File: src/rtl/fetch_sequencer.sv
// Instruction-fetch sequencer: owns the PC, drives a req/ready instruction memory, issues one instruction to decode.
// Optional macro DELAY_SLOT_EN selects MIPS branch-delay-slot redirect semantics.
module fetch_sequencer #(
   parameter logic [31:0] RESET_PC = 32'h0000_0000
) (
   input  logic        clk,
   input  logic        reset,
   input  logic        stall,
   input  logic        jump,
   input  logic [25:0] jump_target,
   input  logic        branch,
   input  logic        branch_taken,
   input  logic [15:0] branch_imm,
   input  logic        flush,
   input  logic [31:0] flush_pc,
   output logic        imem_req,
   output logic [31:0] imem_addr,
   input  logic        imem_ready,
   input  logic [31:0] imem_rdata,
   output logic [31:0] inst,
   output logic [31:0] inst_pc,
   output logic        inst_valid,
   output logic [31:0] pc
);

   typedef enum logic [1:0] {
      S_BOOT,
      S_FETCH,
      S_ISSUE
   } state_t;

   state_t      state_q, state_d;
   logic [31:0] pc_q, pc_d;
   logic [31:0] inst_q, inst_d;
   logic [31:0] inst_pc_q, inst_pc_d;
   logic        inst_valid_q, inst_valid_d;
   logic        flush_pending_q, flush_pending_d;
   logic [31:0] flush_target_q, flush_target_d;
`ifdef DELAY_SLOT_EN
   logic        redirect_pending_q, redirect_pending_d;
   logic [31:0] redirect_target_q, redirect_target_d;
`endif

   logic [31:0] p4;
   logic [31:0] jump_addr;
   logic [31:0] branch_addr;
   logic [31:0] flush_addr;
   logic [31:0] redirect_addr;
   logic        redirect;

   always_comb begin
      p4            = inst_pc_q + 32'd4;
      jump_addr     = {p4[31:28], jump_target, 2'b00};
      branch_addr   = p4 + {{14{branch_imm[15]}}, branch_imm, 2'b00};
      flush_addr    = {flush_pc[31:2], 2'b00};
      // jump wins over a simultaneously asserted branch
      redirect      = jump | (branch & branch_taken);
      redirect_addr = jump ? jump_addr : branch_addr;
   end

   always_comb begin
      // NOTE: every signal gets its hold value first so no path through the case infers a latch.
      state_d         = state_q;
      pc_d            = pc_q;
      inst_d          = inst_q;
      inst_pc_d       = inst_pc_q;
      inst_valid_d    = inst_valid_q;
      flush_pending_d = flush_pending_q;
      flush_target_d  = flush_target_q;
`ifdef DELAY_SLOT_EN
      redirect_pending_d = redirect_pending_q;
      redirect_target_d  = redirect_target_q;
`endif

      case (state_q)
         S_BOOT: begin
            state_d = S_FETCH;
         end

         S_FETCH: begin
            if (flush) begin
`ifdef DELAY_SLOT_EN
               redirect_pending_d = 1'b0;
`endif
               if (imem_ready) begin
                  pc_d            = flush_addr;
                  flush_pending_d = 1'b0;
               end else begin
                  // the outstanding request must complete before the restart
                  flush_pending_d = 1'b1;
                  flush_target_d  = flush_addr;
               end
            end else if (imem_ready) begin
               if (flush_pending_q) begin
                  pc_d            = flush_target_q;
                  flush_pending_d = 1'b0;
               end else begin
                  inst_d       = imem_rdata;
                  inst_pc_d    = pc_q;
                  inst_valid_d = 1'b1;
                  state_d      = S_ISSUE;
               end
            end
         end

         S_ISSUE: begin
            if (flush) begin
               pc_d            = flush_addr;
               inst_valid_d    = 1'b0;
               flush_pending_d = 1'b0;
               state_d         = S_FETCH;
`ifdef DELAY_SLOT_EN
               redirect_pending_d = 1'b0;
`endif
            end else if (!stall) begin
               inst_valid_d = 1'b0;
               state_d      = S_FETCH;
`ifdef DELAY_SLOT_EN
               // the delay-slot instruction's own redirect inputs are ignored
               if (redirect_pending_q) begin
                  pc_d               = redirect_target_q;
                  redirect_pending_d = 1'b0;
               end else begin
                  pc_d = p4;
                  if (redirect) begin
                     redirect_pending_d = 1'b1;
                     redirect_target_d  = redirect_addr;
                  end
               end
`else
               pc_d = redirect ? redirect_addr : p4;
`endif
            end
         end

         default: begin
            state_d = S_BOOT;
         end
      endcase
   end

   // NOTE: state registers use non-blocking assignments so all flops update together at the edge.
   always_ff @(posedge clk or posedge reset) begin
      if (reset) begin
         state_q         <= S_BOOT;
         pc_q            <= RESET_PC;
         inst_q          <= 32'd0;
         inst_pc_q       <= 32'd0;
         inst_valid_q    <= 1'b0;
         flush_pending_q <= 1'b0;
         flush_target_q  <= 32'd0;
      end else begin
         state_q         <= state_d;
         pc_q            <= pc_d;
         inst_q          <= inst_d;
         inst_pc_q       <= inst_pc_d;
         inst_valid_q    <= inst_valid_d;
         flush_pending_q <= flush_pending_d;
         flush_target_q  <= flush_target_d;
      end
   end

`ifdef DELAY_SLOT_EN
   always_ff @(posedge clk or posedge reset) begin
      if (reset) begin
         redirect_pending_q <= 1'b0;
         redirect_target_q  <= 32'd0;
      end else begin
         redirect_pending_q <= redirect_pending_d;
         redirect_target_q  <= redirect_target_d;
      end
   end
`endif

   assign imem_req   = (state_q == S_FETCH);
   assign imem_addr  = pc_q;
   assign inst       = inst_q;
   assign inst_pc    = inst_pc_q;
   assign inst_valid = inst_valid_q;
   assign pc         = pc_q;

endmodule

File: config.mk
export PLATFORM = sky130hd
export DESIGN_NAME = fetch_sequencer
export DESIGN_NICKNAME = d
export VERILOG_FILES = /design/src/rtl/fetch_sequencer.sv
export SDC_FILE = /design/constraint.sdc
export NUM_CORES = 1
export LEC_CHECK = 0
export CORE_MARGIN = 3
export CORE_UTILIZATION = 52
export DETAILED_ROUTE_END_ITERATION = 6
export HOLD_SLACK_MARGIN = 0.12
export PLACE_DENSITY = 0.87
export REMOVE_ABC_BUFFERS = 1
export SLEW_MARGIN = 20
export SYNTH_ARGS = -nofsm -noshare
export SYNTH_HDL_FRONTEND = slang
export SYNTH_SLANG_ARGS = --single-unit
File: constraint.sdc
create_clock -name clk -period 10.2 [get_ports clk]
set_clock_uncertainty 0.15 [all_clocks]
set_input_delay 3.06 -clock clk [delete_from_list [all_inputs] [get_ports clk]]
set_output_delay 3.06 -clock clk [all_outputs]
set_load 0.05 [all_outputs]
==> implementation parameters <==
Parameter                              Value

Clock network
  Count of hold buffers inserted by post-cts repair ... 0
  Number of levels in the clock H-tree ... 4
  Setup Fix Bufs, Post-CTS ... 0
  TritonCTS clock tree ... done
  Inserted Clock Buffers ... 17
  Clk pin slew, worst setup/hold paths ... 0.06 ns
  Clk_lat worst skew ... 0.43 ns
  Clock sink total ... 130
  Number of buffers on the longest clock path ... 2
  Master cell of the clock root buffer ... sky130_fd_sc_hd__clkbuf_16
  Post-cts sizing count ... 0

Detailed routing
  Sum of routed wire length over all layers ... 26.4 mm
  Post-route antenna net violation count ... 0
  Vias per std cell ... 5.91
  Total DRC errors in the routed layout ... 0
  DRT iter0 DRCs ... 767
  Post-DR wirelength/cell ... 20.6 µm
  DRT Pass-1 Iters ... 5
  Total vias in the final route ... 7,588

Synthesis
  EDFF count, synth ... 0
  Avg Inst Size Synth ... 9.62 µm²
  Seq cells post-synth ... 130
  Share of synthesized registers carrying an async set or reset ... 100%
  Synthesized area ... 8300 µm²
  Main synth FF type ... sky130_fd_sc_hd__dfrtp_1
  Register area share after synthesis ... 39.2%
  Number of different library cells in the post-synthesis netlist ... 66
  Yosys warning count ... 0
  Post-synthesis cell count ... 863

Placement
  Worst-case setup slack after placement ... 3.50 ns
  Routability cong. ... 0.913
  Number of buffers inserted by port buffering ... 241
  Cell count after placement ... 1,254
  Post-place instance area ... 10,700 µm²
  DP HPWL ... 19.0 mm

Pwr
  Fraction of power consumed by the clock network ... 14.6%
  VDD IR max ... 278 µV
  Net switching power ... 0.00217 W
  Part of the power in combinational logic ... 61.8%
  Sequential group share of total power ... 23.6%
  Net Sw Frac ... 50.4%
  Power density cells ... 382 nW/µm²
  Total leakage power ... 4.65 nW
  Int Pwr ... 0.00213 W

Finish
  Total inserted antenna cells ... 0
  Net total in the final layout ... 1,217
  Area of all placed cells without fillers ... 11,200 µm²
  Commonest cells after routing, fill and taps aside ... sky130_fd_sc_hd__clkdlybuf4s50_1, sky130_fd_sc_hd__dfrtp_1, sky130_fd_sc_hd__mux2_2, sky130_fd_sc_hd__nand2_1, sky130_fd_sc_hd__nor2_1
  Synth-to-Final Area Change ... 35.4%
  Filler Cell Count ... 1,169
  Fraction of final layout cells sized beyond drive strength 1 ... 13.6%
  Commonest non-fill, non-tap cell in the layout ... sky130_fd_sc_hd__clkdlybuf4s50_1
  Final design utilization ... 72.9%
  Number of cells in the finished layout apart from fillers ... 1,284

Timing
  Final worst path period need ... 6.39 ns
  Setup_tns ... 0 ns
  Worst max-slew margin expressed relative to the limit ... 34.5%
  RSZ-0062 raised after global routing ... false
  Final count of hold timing violations ... 0
  Achievable Freq ... 157 MHz
  Part of the cycle the worst path needs ... 62.6%
  Actual transition at the worst max-transition pin ... 0.983 ns
  Max Slew Vio Count ... 0
  Final Worst Setup Slack ... 3.81 ns
  # setup viols final ... 0

Global routing
  Number of antenna violations at the first check in global routing ... 0
  Pin count of the biggest net entering global routing ... 79
  Via count of the first global-routing pass ... 7,525
  Wire length of the first global-routing pass ... 41.0 mm
  Overflow left after global routing ... 0
  Global routing usage summed across all routing layers ... 29.5%

Critical path
  Data required time of the worst path ... 10.31 ns
  Number of cells on the worst reg-to-reg path ... 14
  WS Path Type ... primary input to flip-flop
  Largest fanout on the critical path ... 21
  CP Capture Type ... flip-flop
  Setup crit start kind ... primary input
  Arrival @ worst endpoint ... 6.50 ns

Hold path
  Class of the most critical hold timing path ... flip-flop to flip-flop
  Worst Hold Depth ... 1

Run
  Max Cap Violations ... 0

Outcome
  Outcome ... finished, final reports clean

Floorplanning
  Overall die area ... 17,500 µm²
  Initial standard-cell utilization of the core ... 53.8%
  Die extent in x ... 132 µm
  Die height ... 132 µm
  Top-level port count ... 244
  Area of the placeable core ... 15,400 µm²
  Site Rows ... 45
-- final cells by class --
cell class,count,area (µm²),share of cell area [%]
Sequential cell,130,3250,28.9
Clock buffer,18,429,3.82
Inverter,17,66.3,0.590
Tap cell,211,264,2.35
Multi-Input combinational cell,646,4600,40.9
Clock inverter,12,160,1.42
Timing Repair Buffer,250,2470,22.0
-- critical path, cell delays in order --
cell and delay, ns:
sky130_fd_sc_hd__clkdlybuf4s50_1 1.05, sky130_fd_sc_hd__ha_1 0.40, sky130_fd_sc_hd__o21a_1 0.19, sky130_fd_sc_hd__a21oi_1 0.19
sky130_fd_sc_hd__a21oi_1 0.13, sky130_fd_sc_hd__a2111o_1 0.43, sky130_fd_sc_hd__nand2_1 0.14, sky130_fd_sc_hd__o21ai_1 0.11
sky130_fd_sc_hd__xor2_1 0.16, sky130_fd_sc_hd__a222oi_1 0.42, sky130_fd_sc_hd__o221ai_1 0.21
-- metrics by stage --
step,total power [W],hold slack (ns)
3_3_place_gp,0.00358,0.324
2_1_floorplan,0.00276,0.321
6_report,0.00430,0.347
3_5_place_dp,0.00363,0.335
4_1_cts,0.00429,0.349
5_1_grt,0.00451,0.356
-- logic make-up after synthesis --
| group | count (synthesis) | synth area share, % |
|---|---|---|
| flip-flops | 130 | 39.2 |
| AND/OR/NAND/NOR | 245 | 14.4 |
| AO/OA/AOI/OAI | 210 | 15.9 |
| multiplexers | 100 | 13.5 |
| XOR/XNOR | 50 | 5.27 |
| adder cells (fa/ha/maj) | 41 | 6.27 |
| buffers and inverters | 87 | 5.50 |
-- metal layers --
layer | wire [µm] | share of wire (%) | up-vias | track usage [%]
li1 | - | - | 3494 | -
met1 | 10700 | 41 | 3707 | 39.2
met2 | 12900 | 49 | 334 | 48.6
met3 | 2020 | 7.7 | 53 | 5.80
met4 | 683 | 2.6 | 0 | 9.99
met5 | 0 | 0 | - | 0
-- final timing paths --
check | startpoint | endpoint | slack, ns
worst max register to register | inst_pc[4] | imem_addr[27] | 5.86
min in group asynchronous | reset | inst[7] | 3.06
max in group asynchronous | reset | inst[9] | 5.58
worst min-delay path | flush_target_q[18] | flush_target_q[18] | 0.35
worst min register to register | flush_target_q[18] | flush_target_q[18] | 0.35
worst max-delay path | branch_imm[15] | imem_addr[27] | 3.81
-- power groups by stage --
stage	Combinational [W]	Sequential (W)	Clock, W
after floorplan	0.000986	0.00178	0
after global placement	0.00259	0.000990	0
after detailed placement	0.00263	0.00101	0
after CTS	0.00265	0.00101	0.000629
after global routing	0.00282	0.00104	0.000654
final	0.00266	0.00101	0.000626
-- sequential cells by signal, indices dropped and copies added, names as in the netlist --
| name | flops |
|---|---|
| flush_pending_q | 1 |
| flush_target_q | 30 |
| imem_addr | 32 |
| inst | 32 |
| inst_pc | 32 |
| inst_valid | 1 |
| state_q | 2 |
-- cells in the mapped netlist (all sizes together) (3+ instances only) --
cell type / count / share of area [%]
a211oi: 11 / 0.99
a21o: 9 / 0.81
a21oi: 59 / 3.6
a221o: 4 / 0.48
a221oi: 5 / 0.53
a31oi: 8 / 0.60
and2: 4 / 0.33
and3: 7 / 0.53
and4: 6 / 0.66
buf: 41 / 3.4
clkbuf: 29 / 1.3
dfrtp: 130 / 39
ha: 40 / 6.0
inv: 17 / 0.77
mux2: 93 / 13
mux2i: 7 / 0.84
nand2: 78 / 3.6
nand2b: 10 / 0.75
nand3: 22 / 1.4
nand4: 13 / 0.98
nor2: 59 / 2.7
nor2b: 9 / 0.68
nor3: 12 / 0.78
nor3b: 12 / 1.1
nor4: 3 / 0.23
o211ai: 6 / 0.54
o21a: 3 / 0.27
o21ai: 68 / 4.1
o21bai: 4 / 0.36
o22ai: 5 / 0.38
o31ai: 9 / 0.93
or3: 5 / 0.38
xnor2: 26 / 2.7
xor2: 24 / 2.5
Note: power is estimated with default switching activity, not from simulation.
